### src/rtl/mano_pkg.sv
// rtl/mano_pkg.sv - shared constants for the Mano basic computer datapath
package mano_pkg;

  localparam int MANO_DATA_W = 16;
  localparam int MANO_ADDR_W = 12;

  // Common-bus source select codes
  localparam logic [2:0] SEL_NONE = 3'b000;
  localparam logic [2:0] SEL_AR   = 3'b001;
  localparam logic [2:0] SEL_PC   = 3'b010;
  localparam logic [2:0] SEL_DR   = 3'b011;
  localparam logic [2:0] SEL_AC   = 3'b100;
  localparam logic [2:0] SEL_IR   = 3'b101;
  localparam logic [2:0] SEL_TR   = 3'b110;
  localparam logic [2:0] SEL_MEM  = 3'b111;

endpackage

### src/rtl/mano_reg.sv
// rtl/mano_reg.sv - register with clear, load and increment (clr > ld > inr)
module mano_reg #(
  parameter int W = 16
) (
  input  logic         clk,
  input  logic         rst_n,
  input  logic         ld,
  input  logic         inr,
  input  logic         clr,
  input  logic [W-1:0] d,
  output logic [W-1:0] q
);

  always_ff @(posedge clk or negedge rst_n) begin
    if (!rst_n) begin
      q <= '0;
    end else if (clr) begin
      q <= '0;
    end else if (ld) begin
      q <= d;
    end else if (inr) begin
      q <= q + W'(1);
    end
  end

endmodule

### src/rtl/mano_bus_regs.sv
// rtl/mano_bus_regs.sv - Mano register file and common-bus multiplexer
module mano_bus_regs
  import mano_pkg::*;
#(
  parameter int DATA_W = MANO_DATA_W,
  parameter int ADDR_W = MANO_ADDR_W
) (
  input  logic              clk,
  input  logic              rst_n,
  input  logic [2:0]        s,
  input  logic              ar_ld,
  input  logic              ar_inr,
  input  logic              ar_clr,
  input  logic              pc_ld,
  input  logic              pc_inr,
  input  logic              pc_clr,
  input  logic              dr_ld,
  input  logic              dr_inr,
  input  logic              dr_clr,
  input  logic              ac_ld,
  input  logic              ac_inr,
  input  logic              ac_clr,
  input  logic              ir_ld,
  input  logic              tr_ld,
  input  logic              tr_inr,
  input  logic              tr_clr,
  input  logic [DATA_W-1:0] alu_in,
  input  logic [DATA_W-1:0] mem_rdata,
  input  logic              mem_write,
  output logic [DATA_W-1:0] bus,
  output logic [ADDR_W-1:0] mem_addr,
  output logic [DATA_W-1:0] mem_wdata,
  output logic              mem_we,
  output logic [ADDR_W-1:0] ar_q,
  output logic [ADDR_W-1:0] pc_q,
  output logic [DATA_W-1:0] dr_q,
  output logic [DATA_W-1:0] ac_q,
  output logic [DATA_W-1:0] ir_q,
  output logic [DATA_W-1:0] tr_q
);

  // Bus shows pre-edge register contents; address registers are zero-extended
  always_comb begin
    bus = '0;
    case (s)
      SEL_NONE: bus = '0;
      SEL_AR:   bus = DATA_W'(ar_q);
      SEL_PC:   bus = DATA_W'(pc_q);
      SEL_DR:   bus = dr_q;
      SEL_AC:   bus = ac_q;
      SEL_IR:   bus = ir_q;
      SEL_TR:   bus = tr_q;
      SEL_MEM:  bus = mem_rdata;
      default:  bus = '0;
    endcase
  end

  assign mem_addr  = ar_q;
  assign mem_wdata = bus;
  assign mem_we    = mem_write;

  mano_reg #(.W(ADDR_W)) u_ar (
    .clk(clk), .rst_n(rst_n), .ld(ar_ld), .inr(ar_inr), .clr(ar_clr),
    .d(bus[ADDR_W-1:0]), .q(ar_q)
  );

  mano_reg #(.W(ADDR_W)) u_pc (
    .clk(clk), .rst_n(rst_n), .ld(pc_ld), .inr(pc_inr), .clr(pc_clr),
    .d(bus[ADDR_W-1:0]), .q(pc_q)
  );

  mano_reg #(.W(DATA_W)) u_dr (
    .clk(clk), .rst_n(rst_n), .ld(dr_ld), .inr(dr_inr), .clr(dr_clr),
    .d(bus), .q(dr_q)
  );

  // AC takes the ALU result, never the bus
  mano_reg #(.W(DATA_W)) u_ac (
    .clk(clk), .rst_n(rst_n), .ld(ac_ld), .inr(ac_inr), .clr(ac_clr),
    .d(alu_in), .q(ac_q)
  );

  mano_reg #(.W(DATA_W)) u_ir (
    .clk(clk), .rst_n(rst_n), .ld(ir_ld), .inr(1'b0), .clr(1'b0),
    .d(bus), .q(ir_q)
  );

  mano_reg #(.W(DATA_W)) u_tr (
    .clk(clk), .rst_n(rst_n), .ld(tr_ld), .inr(tr_inr), .clr(tr_clr),
    .d(bus), .q(tr_q)
  );

endmodule

### config.mk
export PLATFORM = sky130hd
export DESIGN_NAME = mano_bus_regs
export DESIGN_NICKNAME = d
export VERILOG_FILES = /design/src/rtl/mano_pkg.sv /design/src/rtl/mano_reg.sv /design/src/rtl/mano_bus_regs.sv
export SDC_FILE = /design/constraint.sdc
export NUM_CORES = 1
export LEC_CHECK = 0
export CAP_MARGIN = 20
export CORE_UTILIZATION = 47
export DETAILED_ROUTE_END_ITERATION = 6
export PLACE_DENSITY = 0.87
export SLEW_MARGIN = 20
export SYNTH_ARGS = -nofsm -noshare
export SYNTH_HDL_FRONTEND = slang
export SYNTH_SLANG_ARGS = --single-unit
### constraint.sdc
create_clock -name clk -period 4.4 [get_ports clk]
set_input_delay 1.32 -clock clk [delete_from_list [all_inputs] [get_ports clk]]
set_output_delay 1.32 -clock clk [all_outputs]
set_load 0.01 [all_outputs]
# Word-level counts from Yosys, hierarchy flattened
# Cells that the tools add are included.
# classes
add_sub_neg,5
n_eq_ne,7
mux,16
n_reduce_logical,6
# op_table
cell,count
2-to-1 mux 16 bit,9
one-hot mux 16 bit (8 select lines),1
2-to-1 mux 12 bit,6
adder 16 x 1 -> 16 bit (second input constant),3
adder 12 x 1 -> 12 bit (second input constant),2
nonzero test 3 bit,5
== test 3 bit (second input constant),4
== test 3 x 2 -> 1 bit (second input constant),2
== test 3 x 1 -> 1 bit (second input constant),1
logical NOT 3 bit,1
# totals
regBits,88
inputBits,54
output_inout_bits,133
wordCells,40

# Depth between registers and ports, before layout
# depth
word_depth,4
mapped_depth,9
depth_no_buf,5

# Cells and area by module
# Synthesis repeated with hierarchy kept, for this count alone.
# unflattened
cells_unflattened,738
area_unflattened_um2,6511.2
# modules_own_cells
mod,instances,cells_per_inst,area_per_inst_um2,seq_area_each_um2
mano_reg at u_ac ...,4,106,964.7,400.4
mano_reg at u_ar ...,2,80,754.5,300.3
mano_bus_regs,1,154,1143.6,0.0

# Worst setup path after synthesis
# Ideal clock, no wire load.
# synth_path
kind,input to output
from,input s[0]
to,output mem_wdata[9]
arrival_ns,2.644
t_required_ns,3.080
slack_ns,0.436
stages,7
path_buffers,3
path_cell_list,buf_2 buf_6 and2b_1 a32o_1 a211oi_2 inv_1 buf_4
# synth_between
elab_chain_len,2
word_cells_on_any_way,9
cone_classes,eq/ne (7); mux (1); reduce/logical (1)
# synth_rtl
element,line,source
start: declaration,mano_bus_regs.sv:10,"input logic [2:0] s,"
"== test 3 bit, or another cell as far along",mano_bus_regs.sv:45,case (s)
one-hot mux 16 bit (8 select lines) *,mano_bus_regs.sv:45,
end: declaration,mano_bus_regs.sv:32,"output logic [DATA_W-1:0] mem_wdata,"
# Mark *: on every way between the ends. The rest lies on a longest branch, timed or not.

# Worst setup path after layout
# layout_path
from,input s[2]
to,output bus[10]
# layout_between
elab_chain_len,2
word_cells_on_any_way,9
cone_classes,eq/ne (7); mux (1); reduce/logical (1)
# layout_rtl
element,line,source
"== test 3 bit, or another cell as far along",mano_bus_regs.sv:45,
one-hot mux 16 bit (8 select lines) *,mano_bus_regs.sv:45,
end: declaration,mano_bus_regs.sv:30,"output logic [DATA_W-1:0] bus,"
# Marked as above.

==> metrics.txt <==
combinational group share of total power 29.5%; vias per inst 6.43; pin count of the biggest net entering global routing 51; row count 41; first-pass GRT wire length 34300 µm; placeable core area 12700 µm²; worst stage delay on the critical path 0.34 ns; CP Cell Sequence buf_4, buf_4, mux2i_1, nor2_1, a211oi_2, buf_4, inv_1, dlygate4sd2_1; Final period util 97.3%; layout cells sized above 1 17.3%; hold depth 2; Yosys cell types 66; ANT nets after route 0; Die Height 116 µm; status completed; leak pwr 0.00360 µW; fin crit period 4.28 ns; # IOs 187; Total Routing Usage GR 33.7%; Tot Pwr 2550 µW; CTS tree done; Crit. End Element primary output; Worst VDD drop 179 µV; CP startpoint kind input pin; mean post-synth cell area 9.17 µm²; Clock Path Buffers 2; clock skew 0.00893 ns; Fin. Hold Viols 0; Via Count 6689; final setup violation count 0; Pint 1710 µW; Crit Path Max Fanout 14; H-tree levels 3; final cell count without fillers 1040; R2R setup slack 2.26 ns; R2R cell count 11; Critical-path top delay cell mux2i_1; drt total wl 23100 µm; sequential area share after synthesis 35.9%; die width 116 µm; number of synthesized flops with an enable pin 0; Worst-path clk slew 0.07 ns; Area growth syn-to-layout 42.4%; initial antenna violation count 0; post-DR wirelength/cell 22.2 µm; Clock Power Share 31.8%; min-delay src u_ir.q[6]; I/O Buffers 184; placed cell area 8150 µm²; die area 13500 µm²; final slew viol count 0; DRT iter0 DRCs 794; Max-Cap Viols 0; TritonRoute pass-1 iters 6; unrepaired setup endpoints after global routing false; Critical Path AT 2.96 ns; initial core utilization 48.4%; Seq cells post-synth 88; Worst Path Required 3.08 ns; fin nets 922; Synth Net Count 728; Slew headroom 47.9%; Clk Latency, worst-skew pair 0.36 ns; fmax 0.234 GHz; Root Buffer clkbuf_16; Placed Cells 1006; setup_tns 0 ns; vias in the first global route 6150; synthesized instance count 669; Reg-to-Reg Start u_ac.q[14]; post-route cell area 8740 µm²; critical path class input pin to primary output; # diodes 0; Reg-to-Reg End u_tr.q[14]; post-DP HPWL 15700 µm; switching part of the total power 32.9%; grt total ovfl 0; Util after Layout 69.0%; largest area contributor in the netlist dfrtp_1; clock sink count 88; Hold Path Class flop to flop; mapped cell area 6130 µm²; GP Congestion 0.929; most used cell, CP buf_4; sequential share of power 38.7%; asr flop ratio synth 100%; hold path endpoint u_ir.q[6]; top cell type's share of synthesized area 35.9%; Warnings, synthesis 0; Residual DRC 0; Num CTS Buffers 9; synth top area cells dfrtp_1 36%, mux2i_1 5.9%, a211oi_1 4.8%; PwrDens 291 nW/µm²; P_sw 837 µW; ys flop type dfrtp_1; Least-Margin Pin Slew 0.778 ns
cells by family (layout without fill, tap and decap cells):
logic type               count (synthesis)  count (layout)  synth area share (%)
XOR/XNOR                                38              38                  5.43
buffers and inverters                  112             311                  9.67
AO/OA/AOI/OAI                          170             170                  21.7
AND/OR/NAND/NOR                        211             211                  18.6
multiplexers                            45              45                  7.71
adder cells (fa/ha/maj)                  5               5                  1.02
flip-flops                              88              88                  35.9
registers in the layout, summed over array words and instances, names as in the netlist:
name,count
u_tr.q,16
u_ar.q,12
u_ir.q,16
u_pc.q,12
u_dr.q,16
u_ac.q,16
what timing repair did:
action / 4_1_cts / 5_1_grt
hold buffers: 0 / 0
pin swaps: 10 / 2
cloned: 1 / 0
endpoints found under the setup margin: 32 / 24
setup buffers: 14 / 2
resized for setup: 74 / 8
synth_stat cells (6+ instances only):
master	number
o22ai_1	10
nand2b_1	7
nand2_1	32
dfrtp_1	88
a21oi_1	34
and3_1	6
nand4_1	23
o21ai_1	9
o31a_1	10
clkbuf_1	23
nor3_1	22
buf_4	32
nor2b_1	8
a211oi_1	39
xor2_1	9
nor4_1	18
a211oi_2	15
mux2_1	6
buf_2	9
inv_1	41
o32ai_1	6
xnor2_1	29
mux2i_1	36
nand3_1	20
nor2_1	47
power by group through the flow:
stage                     Combinational [µW]  Clock (µW)  Sequential, µW
after global routing                     790         832             992
after detailed placement                 706           0             993
after CTS                                725         803             979
after global placement                   692           0             991
final                                    750         809             985
after floorplan                          318           0             986
metal layers:
metal,global-route usage [%],routed length (µm),up-vias
li1,-,-,2845
met1,45.0,8740,3173
met2,52.0,10400,536
met3,6.02,2580,135
met4,17.9,1390,0
met5,0,0,-
per-stage QoR:
stage | hold WS, ns | setup WS (ns)
floorplan | 0.557 | 0.436
global placement | 0.525 | -0.306
detailed placement | 0.538 | -0.328
CTS | 0.550 | -0.0860
global route | 0.579 | 0.0699
finish | 0.562 | 0.119
worst max-delay path, delay by kind of cell:
kind                   cells  cell delay [ns]
AOI/OAI and AO/OA          1             0.27
buffers and inverters      5             0.91
and+or+nand+nor            1             0.12
muxes                      1             0.34
layout by cell type, fill, tap and decap left out, drive strengths merged, types with 4 or more instances in the layout:
cell,instances
a2111oi,4
a211oi,54
a21oi,34
a221o,5
a221oi,4
a22o,4
a311o,4
a32o,4
and3,6
and4,4
buf,74
clkbuf,12
clkdlybuf4s15,4
clkdlybuf4s50,150
dfrtp,88
dlygate4sd2,21
ha,5
inv,43
mux2,8
mux2i,36
nand2,32
nand2b,7
nand3,21
nand4,24
nor2,48
nor2b,8
nor3,23
nor3b,5
nor4,23
o211ai,4
o21ai,14
o22ai,10
o31a,10
o32ai,6
or2,4
xnor2,29
xor2,9
final cells by class:
class / instances / area [µm²]
tap: 172 / 215
clock inverter: 6 / 65.1
inverter: 41 / 154
clock buffer: 10 / 239
timing repair buffer: 254 / 2390
sequential: 88 / 2200
fill: 933 / 3930
multi-input combinational: 469 / 3470
worst max-delay path by stage:
stage,start,to,depth (start not counted)
global placement,s[0],mem_wdata[13],9
global route,s[2],mem_wdata[10],8
finish,s[2],bus[10],8
detailed placement,s[0],bus[5],8
CTS,s[1],bus[13],8
floorplan,s[0],mem_wdata[9],7
Power figures use the tool's default switching activity.
